[src/rtl/pmem_burst_adapter.sv]
// Splits 256-bit line reads/writes into four 64-bit beats and reassembles read beats into a line.
// Optional feature macro PMEM_BURST_GUARD_EN: after each completion, ignore requests for GUARD_CYCLES cycles.
module pmem_burst_adapter #(
    parameter int BEAT_WIDTH   = 64,
    parameter int LINE_WIDTH   = 256,
    parameter int GUARD_CYCLES = 2
) (
    input  logic                  clk,
    input  logic                  rst_n,
    input  logic                  mem_read,
    input  logic                  mem_write,
    input  logic [15:0]           mem_address,
    input  logic [LINE_WIDTH-1:0] mem_wdata,
    output logic                  mem_resp,
    output logic [LINE_WIDTH-1:0] mem_rdata,
    output logic                  bmem_read,
    output logic                  bmem_write,
    output logic [15:0]           bmem_address,
    output logic [BEAT_WIDTH-1:0] bmem_wdata,
    input  logic                  bmem_resp,
    input  logic [BEAT_WIDTH-1:0] bmem_rdata
);
    localparam int NBEATS    = LINE_WIDTH / BEAT_WIDTH;
    localparam int BEAT_BITS = $clog2(NBEATS);
    localparam int BYTE_BITS = $clog2(BEAT_WIDTH / 8);
    localparam logic [15:0] LINE_MASK = 16'hFFFF << (BEAT_BITS + BYTE_BITS);
    localparam logic [BEAT_BITS-1:0] LAST_BEAT = BEAT_BITS'(NBEATS - 1);

    localparam logic [2:0] S_IDLE  = 3'd0;
    localparam logic [2:0] S_READ  = 3'd1;
    localparam logic [2:0] S_WRITE = 3'd2;
    localparam logic [2:0] S_RESP  = 3'd3;
`ifdef PMEM_BURST_GUARD_EN
    localparam logic [2:0] S_GUARD = 3'd4;
    localparam int GUARD_W = (GUARD_CYCLES > 1) ? $clog2(GUARD_CYCLES) : 1;
`endif

    if ((NBEATS < 2) || ((NBEATS & (NBEATS - 1)) != 0) || (GUARD_CYCLES < 0)) begin : g_bad_cfg
        $error("pmem_burst_adapter: unsupported parameter combination");
    end

    logic [2:0]            state_q, state_d;
    logic [BEAT_BITS-1:0]  beat_q, beat_d;
    logic [15:0]           addr_q, addr_d;
    logic [LINE_WIDTH-1:0] wline_q, wline_d;
    logic [LINE_WIDTH-1:0] rline_q, rline_d;
    logic                  mem_resp_q, mem_resp_d;
    logic [LINE_WIDTH-1:0] mem_rdata_q, mem_rdata_d;
    logic                  bmem_read_q, bmem_read_d;
    logic                  bmem_write_q, bmem_write_d;
    logic [15:0]           bmem_address_q, bmem_address_d;
    logic [BEAT_WIDTH-1:0] bmem_wdata_q, bmem_wdata_d;
`ifdef PMEM_BURST_GUARD_EN
    logic [GUARD_W-1:0]    guard_q, guard_d;
`endif

    logic [BEAT_BITS-1:0]  beatNext;
    logic [LINE_WIDTH-1:0] lineFilled;

    // Beat outputs are precomputed one edge ahead so every bus signal leaves a flop.
    always_comb begin
        state_d        = state_q;
        beat_d         = beat_q;
        addr_d         = addr_q;
        wline_d        = wline_q;
        rline_d        = rline_q;
        mem_resp_d     = 1'b0;
        mem_rdata_d    = mem_rdata_q;
        bmem_read_d    = bmem_read_q;
        bmem_write_d   = bmem_write_q;
        bmem_address_d = bmem_address_q;
        bmem_wdata_d   = bmem_wdata_q;
`ifdef PMEM_BURST_GUARD_EN
        guard_d        = guard_q;
`endif
        beatNext   = beat_q + 1'b1;
        lineFilled = rline_q;
        lineFilled[int'(beat_q) * BEAT_WIDTH +: BEAT_WIDTH] = bmem_rdata;

        case (state_q)
            S_IDLE: begin
                if (mem_write || mem_read) begin
                    state_d        = mem_write ? S_WRITE : S_READ;
                    beat_d         = '0;
                    addr_d         = mem_address & LINE_MASK;
                    wline_d        = mem_wdata;
                    bmem_read_d    = !mem_write;
                    bmem_write_d   = mem_write;
                    bmem_address_d = mem_address & LINE_MASK;
                    bmem_wdata_d   = mem_wdata[BEAT_WIDTH-1:0];
                end
            end
            S_READ, S_WRITE: begin
                if (bmem_resp) begin
                    if (state_q == S_READ) begin
                        rline_d = lineFilled;
                    end
                    if (beat_q == LAST_BEAT) begin
                        state_d      = S_RESP;
                        mem_resp_d   = 1'b1;
                        bmem_read_d  = 1'b0;
                        bmem_write_d = 1'b0;
                        if (state_q == S_READ) begin
                            mem_rdata_d = lineFilled;
                        end
                    end else begin
                        beat_d         = beatNext;
                        bmem_address_d = addr_q | (16'(beatNext) << BYTE_BITS);
                        bmem_wdata_d   = wline_q[int'(beatNext) * BEAT_WIDTH +: BEAT_WIDTH];
                    end
                end
            end
            S_RESP: begin
`ifdef PMEM_BURST_GUARD_EN
                state_d = (GUARD_CYCLES > 0) ? S_GUARD : S_IDLE;
                guard_d = GUARD_W'(GUARD_CYCLES - 1);
`else
                state_d = S_IDLE;
`endif
            end
`ifdef PMEM_BURST_GUARD_EN
            S_GUARD: begin
                if (guard_q == '0) begin
                    state_d = S_IDLE;
                end else begin
                    guard_d = guard_q - 1'b1;
                end
            end
`endif
            default: begin
                state_d = S_IDLE;
            end
        endcase
    end

    // Reset abandons any partial burst; nothing is replayed afterwards.
    always_ff @(posedge clk or negedge rst_n) begin
        if (!rst_n) begin
            state_q        <= S_IDLE;
            beat_q         <= '0;
            addr_q         <= '0;
            wline_q        <= '0;
            rline_q        <= '0;
            mem_resp_q     <= 1'b0;
            mem_rdata_q    <= '0;
            bmem_read_q    <= 1'b0;
            bmem_write_q   <= 1'b0;
            bmem_address_q <= '0;
            bmem_wdata_q   <= '0;
`ifdef PMEM_BURST_GUARD_EN
            guard_q        <= '0;
`endif
        end else begin
            state_q        <= state_d;
            beat_q         <= beat_d;
            addr_q         <= addr_d;
            wline_q        <= wline_d;
            rline_q        <= rline_d;
            mem_resp_q     <= mem_resp_d;
            mem_rdata_q    <= mem_rdata_d;
            bmem_read_q    <= bmem_read_d;
            bmem_write_q   <= bmem_write_d;
            bmem_address_q <= bmem_address_d;
            bmem_wdata_q   <= bmem_wdata_d;
`ifdef PMEM_BURST_GUARD_EN
            guard_q        <= guard_d;
`endif
        end
    end

    assign mem_resp     = mem_resp_q;
    assign mem_rdata    = mem_rdata_q;
    assign bmem_read    = bmem_read_q;
    assign bmem_write   = bmem_write_q;
    assign bmem_address = bmem_address_q;
    assign bmem_wdata   = bmem_wdata_q;

endmodule

[config.mk]
export PLATFORM = sky130hd
export DESIGN_NAME = pmem_burst_adapter
export DESIGN_NICKNAME = d
export VERILOG_FILES = /design/src/rtl/pmem_burst_adapter.sv
export SDC_FILE = /design/constraint.sdc
export NUM_CORES = 2
export LEC_CHECK = 0
export CAP_MARGIN = 5
export CORE_ASPECT_RATIO = 1.75
export CORE_MARGIN = 2
export CORE_UTILIZATION = 45
export CTS_CLUSTER_DIAMETER = 150
export CTS_CLUSTER_SIZE = 30
export DETAILED_ROUTE_END_ITERATION = 12
export PLACE_DENSITY = 0.77
export SLEW_MARGIN = 20
export SYNTH_ARGS = -nofsm -noshare
export SYNTH_HDL_FRONTEND = slang
export SYNTH_SLANG_ARGS = --single-unit
[constraint.sdc]
create_clock -name clk -period 2.55 [get_ports clk]
set_input_delay 0.51 -clock clk [delete_from_list [all_inputs] [get_ports clk]]
set_output_delay 0.51 -clock clk [all_outputs]
set_load 0.005 [all_outputs]
Word level (Yosys, flattened, before mapping):

Cells that the tools add are included.
Widths: inputs -> output; s select.

* bits of input ports: 341
* bits in registers: 867
* logic and storage cells: 62
* output and inout bits: 339

* bitwise gates (word level): 1
* add/subtract/negate cells: 2
* equality and inequality tests: 7
* reductions and logical operators: 11
* multiplexer cells: 27
* shifts and indexed selects: 3

Operators with widths (count)
* $bwmux 256: 1
* $shift 64x33->256 const A: 1
* $shiftx 256x9->64: 1
* $shiftx 64x33->256: 1
* $mux 64: 3
* $pmux 64 s2: 1
* $mux 16: 3
* $neg 8->33: 1
* $pmux 16 s2: 1
* $or 16x5->16: 1
* $reduce_and 4->1: 3
* $mux 3: 3
* $mux 2: 4
* $ne 2x2->1 const B: 4
* $mux 1: 7
* $pmux 3 s2: 1
* $reduce_and 3->1: 2
* $pmux 1 s2: 2
* $pmux 2 s2: 1
* $eq 3x1->1 const B: 1
* $eq 3x2->1 const B: 1
* $logic_not 3->1: 1
* $add 2x1->2 const B: 1
* $eq 2x2->1 const B: 1
* 5 further kinds: 5

Logic depth before layout (Yosys ltp):

* word-level depth: 5
* gate-level depth with buffers: 11
* mapped depth without buffers: 5

Worst setup path before layout:

No wires, ideal clock.

* path kind: reg2reg
* start: reg beat_q[0]
* end: reg rline_q[109]
* setup time: 0.121 ns
* cell stages (with the launch flop): 12
* path buffers: 6
* arrival time: 2.331 ns
* period minus slack after synthesis: 2.452 ns
* path slack: 0.098 ns
* required time: 2.429 ns
* cells stage by stage: dfrtp_1 > buf_2 > buf_6 > buf_4 > inv_1 > ha_1 > and4b_1 > buf_2 > and2_1 > buf_2 > buf_4 > a22o_1

* longest elaborated chain between the ends: 3
* elaborated cells between the ends (all ways): 4
* classes of those cells: add/sub: 1; shift: 2; mux: 1

Ends and longest elaborated chain
* start: declaration: line 43 `logic [BEAT_BITS-1:0] beat_q, beat_d;`
* start signal: assignment: line 155 `beat_q <= beat_d;`
* $neg 8->33 (*): line 78 `lineFilled[int'(beat_q) * BEAT_WIDTH +: BEAT_WIDTH] = bmem_rdata;`
* $shiftx 64x33->256 / $shift 64x33->256 (equally long branches): line 78
* $bwmux 256 (*): line 78
* end signal: assignment: line 158 `rline_q <= rline_d;`
* end: declaration: line 46 `logic [LINE_WIDTH-1:0] rline_q, rline_d;`

Every way passes the cells marked *; elsewhere a longest branch is shown, timed or not.
A chain may end at the register's enable or synchronous reset.

==> metrics.txt <==
# TYPE chip_impl_metric gauge
chip_impl_info{name="outcome",value="finished, final reports clean"} 1
chip_impl_metric{name="reg2reg_depth",unit=""} 6
chip_impl_metric{name="final.min_clock_period",unit="ns"} 2.43
chip_impl_metric{name="fp.dieH",unit="µm"} 382
chip_impl_metric{name="ys_seq_area_share",unit="%"} 58.7
chip_impl_info{name="rsz0062_at_grt",value="false"} 1
chip_impl_metric{name="grt_start_max_net_pins",unit=""} 94
chip_impl_metric{name="max-clock-path-buffers",unit=""} 3
chip_impl_metric{name="drtIter0Drc",unit=""} 2588
chip_impl_metric{name="reg2reg_setup_slack",unit="ns"} 0.16
chip_impl_metric{name="syn_area_per_cell",unit="µm²"} 12.4
chip_impl_info{name="tritoncts_clock_tree",value="done"} 1
chip_impl_info{name="crit_path_end",value="bmem_address[3]"} 1
chip_impl_metric{name="share_of_post_route_cells_with_drive_strength_above_1",unit="%"} 13.8
chip_impl_metric{name="post_drt_via_cell_ratio",unit=""} 6.03
chip_impl_metric{name="fillers",unit=""} 6673
chip_impl_metric{name="cts_made_buffers",unit=""} 34
chip_impl_metric{name="finalNetCount",unit=""} 3808
chip_impl_metric{name="fmax",unit="GHz"} 0.411
chip_impl_metric{name="vias_in_the_first_global_route",unit=""} 27970
chip_impl_metric{name="finClkSkew",unit="ns"} 0.0528
chip_impl_info{name="crit_path_start_kind",value="register"} 1
chip_impl_metric{name="setup_violations",unit=""} 0
chip_impl_metric{name="placeableCoreArea",unit="µm²"} 80800
chip_impl_metric{name="vdd.ir_drop.worst",unit="µV"} 902
chip_impl_metric{name="placement.cell_area",unit="µm²"} 44800
chip_impl_info{name="clock-root-buffer",value="sky130_fd_sc_hd__clkbuf_16"} 1
chip_impl_metric{name="ys_async_sr_fraction",unit="%"} 100
chip_impl_metric{name="worst_pin_slew",unit="ns"} 0.665
chip_impl_info{name="endpoint_kind_of_the_worst_setup_timing_path",value="output pin"} 1
chip_impl_metric{name="ant_nets_after_route",unit=""} 0
chip_impl_info{name="synthFlopType",value="sky130_fd_sc_hd__dfrtp_1"} 1
chip_impl_info{name="critical_path_class",value="register to output pin"} 1
chip_impl_metric{name="synth_seq_cells",unit=""} 861
chip_impl_metric{name="synth.distinct_cells",unit=""} 41
chip_impl_metric{name="drcViolationCount",unit=""} 0
chip_impl_metric{name="synth_edf_count",unit=""} 0
chip_impl_metric{name="worstPathArrival",unit="ns"} 1.92
chip_impl_metric{name="multiInputGateArea",unit="µm²"} 13500
chip_impl_metric{name="initial_cell_density_of_the_core",unit="%"} 45.4
chip_impl_metric{name="worst-path-max-fanout",unit=""} 7
chip_impl_metric{name="detailedPlacementHpwl",unit="µm"} 79700
chip_impl_info{name="min-delay-path-class",value="register to register"} 1
chip_impl_metric{name="grt_antenna_before_repair",unit=""} 9
chip_impl_metric{name="place.gp.congestion",unit=""} 0.873
chip_impl_metric{name="timing.max_cap.violations",unit=""} 0
chip_impl_metric{name="ff_latch_area",unit="µm²"} 21500
chip_impl_metric{name="design.die.area",unit="µm²"} 84000
chip_impl_info{name="r2r-end",value="rline_q[19]"} 1
chip_impl_metric{name="worstSkewPairLatency",unit="ns"} 0.64
chip_impl_metric{name="cts.sink_count",unit=""} 861
chip_impl_metric{name="vias",unit=""} 27248
chip_impl_metric{name="track_usage",unit="%"} 27.2
chip_impl_metric{name="netlist_instances",unit=""} 2953
chip_impl_metric{name="total_leakage_power",unit="nW"} 19.3
chip_impl_metric{name="report.final.slew_viol_count",unit=""} 0
chip_impl_metric{name="globalRoute.totalOverflow",unit=""} 0
chip_impl_metric{name="fin_area",unit="µm²"} 45700
chip_impl_metric{name="die_x",unit="µm"} 220
chip_impl_metric{name="power_per_cell_area",unit="nW/µm²"} 1070
chip_impl_metric{name="wire_per_inst",unit="µm"} 25.5
chip_impl_metric{name="hold_viol_final",unit=""} 0
chip_impl_metric{name="drt-total-wl",unit="µm"} 115000
chip_impl_info{name="r2r_start",value="beat_q[0]"} 1
chip_impl_info{name="critical_path_launch_point",value="beat_q[0]"} 1
chip_impl_metric{name="final.period_utilization",unit="%"} 95.4
chip_impl_metric{name="syn-cell-area",unit="µm²"} 36700
chip_impl_metric{name="tns",unit="ns"} 0
chip_impl_metric{name="post-cts-setup-buffer-count",unit=""} 0
chip_impl_metric{name="htree_levels",unit=""} 2
chip_impl_metric{name="flow.area_growth_from_synthesis",unit="%"} 24.6
chip_impl_metric{name="io-pin-count",unit=""} 680
chip_impl_metric{name="maxSlewHeadroom",unit="%"} 55.7
chip_impl_metric{name="required",unit="ns"} 2.04
chip_impl_metric{name="buffer_ports.inserted",unit=""} 671
chip_impl_metric{name="num_rows",unit=""} 138
chip_impl_metric{name="drt_pre_antenna_iters",unit=""} 6
chip_impl_metric{name="wire_length_of_the_first_global_routing_pass",unit="µm"} 175000
chip_impl_metric{name="cts.reportedPaths.clkPinSlew",unit="ns"} 0.12
chip_impl_metric{name="yosys_warnings",unit=""} 0
chip_impl_metric{name="post_route_worst_hold_slack",unit="ns"} 0.490
## how the worst min path moves through the flow
stage | start | endpoint | slack (ns) | cells past startpoint
after global routing | mem_wdata[226] | wline_q[226] | 0.48 | 2
after CTS | mem_wdata[122] | wline_q[122] | 0.46 | 2
after floorplan | rst_n | addr_q[10] | 0.21 | 0
final | mem_rdata[210] | mem_rdata[210] | 0.49 | 2
after detailed placement | mem_rdata[51] | mem_rdata[51] | 0.47 | 2
after global placement | mem_rdata[5] | mem_rdata[5] | 0.46 | 2
## cells in the final DEF (no fill, tap or decap), types with 34 or more instances in the layout
cell type and n:
sky130_fd_sc_hd__clkdlybuf4s50_1 670, sky130_fd_sc_hd__o32a_1 64, sky130_fd_sc_hd__buf_4 69, sky130_fd_sc_hd__dfrtp_1 860
sky130_fd_sc_hd__mux2_2 289, sky130_fd_sc_hd__o21a_1 64, sky130_fd_sc_hd__clkbuf_16 34, sky130_fd_sc_hd__buf_12 56
sky130_fd_sc_hd__mux2i_1 131, sky130_fd_sc_hd__nor2b_1 65, sky130_fd_sc_hd__o22ai_1 64, sky130_fd_sc_hd__o21ai_0 154
sky130_fd_sc_hd__a22oi_1 88, sky130_fd_sc_hd__a21oi_1 170, sky130_fd_sc_hd__nand3_1 85, sky130_fd_sc_hd__nand2_1 155
sky130_fd_sc_hd__a2bb2oi_1 104, sky130_fd_sc_hd__a22o_1 256
## per-stage QoR
step,util (%),worst slack [ns],instances,power [mW]
CTS,56.6,0.0672,4511,49.2
finish,56.6,0.118,4517,48.9
global route,56.6,0.0539,4515,51.6
global placement,55.4,0.138,4471,41.8
floorplan,-,0.0975,2955,33.3
detailed placement,55.4,0.112,4471,42.5
## cell type report
class,instances,share of cell area (%)
Inverter,10,0.0821
Clock inverter,4,0.0985
Clock buffer,35,1.87
Timing Repair Buffer,797,18.3
Sequential cell,861,47.1
Tap cell,1050,2.87
Multi-Input combinational cell,1754,29.6
Antenna cell,6,0.0328
## kinds of logic (layout without fill, tap and decap cells)
family          after synthesis  after routing  synth area share (%)
compound gates              967            967                  19.0
flops                       861            861                  58.7
mux                         422            422                  12.5
simple gates                353            353                  4.77
buf+inv                     340            846                  4.69
fa+ha+maj                     9              9                 0.307
other cells                   1              9                0.0102
## flip-flops by register name (all words and copies together) (netlist names)
register and count:
addr_q 11, beat_q 1, bmem_address 12, bmem_read 1, bmem_wdata 64, bmem_write 1
mem_rdata 256, mem_resp 1, rline_q 256, state_q 2, wline_q 256
## routing by layer
metal / GRT usage [%] / wire length, µm / vias up
met5: 0 / 48 / -
met4: 9.83 / 4300 / 8
met3: 7.78 / 11900 / 197
met2: 44.7 / 55600 / 1352
met1: 34.0 / 43400 / 13849
li1: - / - / 11842
## critical path, stage by stage, from the launching register on
cell                              delay, ns
sky130_fd_sc_hd__dfrtp_4               0.49
sky130_fd_sc_hd__buf_4                 0.21
sky130_fd_sc_hd__clkdlybuf4s50_1       0.62
## repair_timing
| item | 4_1_cts | 5_1_grt |
|---|---|---|
| gates resized for setup | 0 | 0 |
| hold buffers | 1 | 0 |
| endpoints found under the hold margin | 26 | 0 |
## Yosys cell counts (66+ instances only)
cell type | count | area [µm²]
sky130_fd_sc_hd__nand2_1 | 160 | 601
sky130_fd_sc_hd__dfrtp_1 | 861 | 21500
sky130_fd_sc_hd__nand3_1 | 85 | 425
sky130_fd_sc_hd__a22oi_1 | 88 | 661
sky130_fd_sc_hd__a22o_1 | 256 | 2240
sky130_fd_sc_hd__mux2i_1 | 131 | 1310
sky130_fd_sc_hd__a2bb2oi_1 | 104 | 911
sky130_fd_sc_hd__o21ai_0 | 154 | 771
sky130_fd_sc_hd__buf_2 | 135 | 676
sky130_fd_sc_hd__nor2b_1 | 66 | 413
sky130_fd_sc_hd__a21oi_1 | 170 | 851
sky130_fd_sc_hd__mux2_2 | 289 | 3250
sky130_fd_sc_hd__clkbuf_1 | 132 | 495
## report_power, final
part	leakage (nW)	internal (mW)	switching, mW
clock	0.442	2.48	4.25
combinational	7.79	11.4	10.1
sequential	11.1	18.1	2.61
total	19.3	31.9	17.0
(Power assumes the default switching activity.)
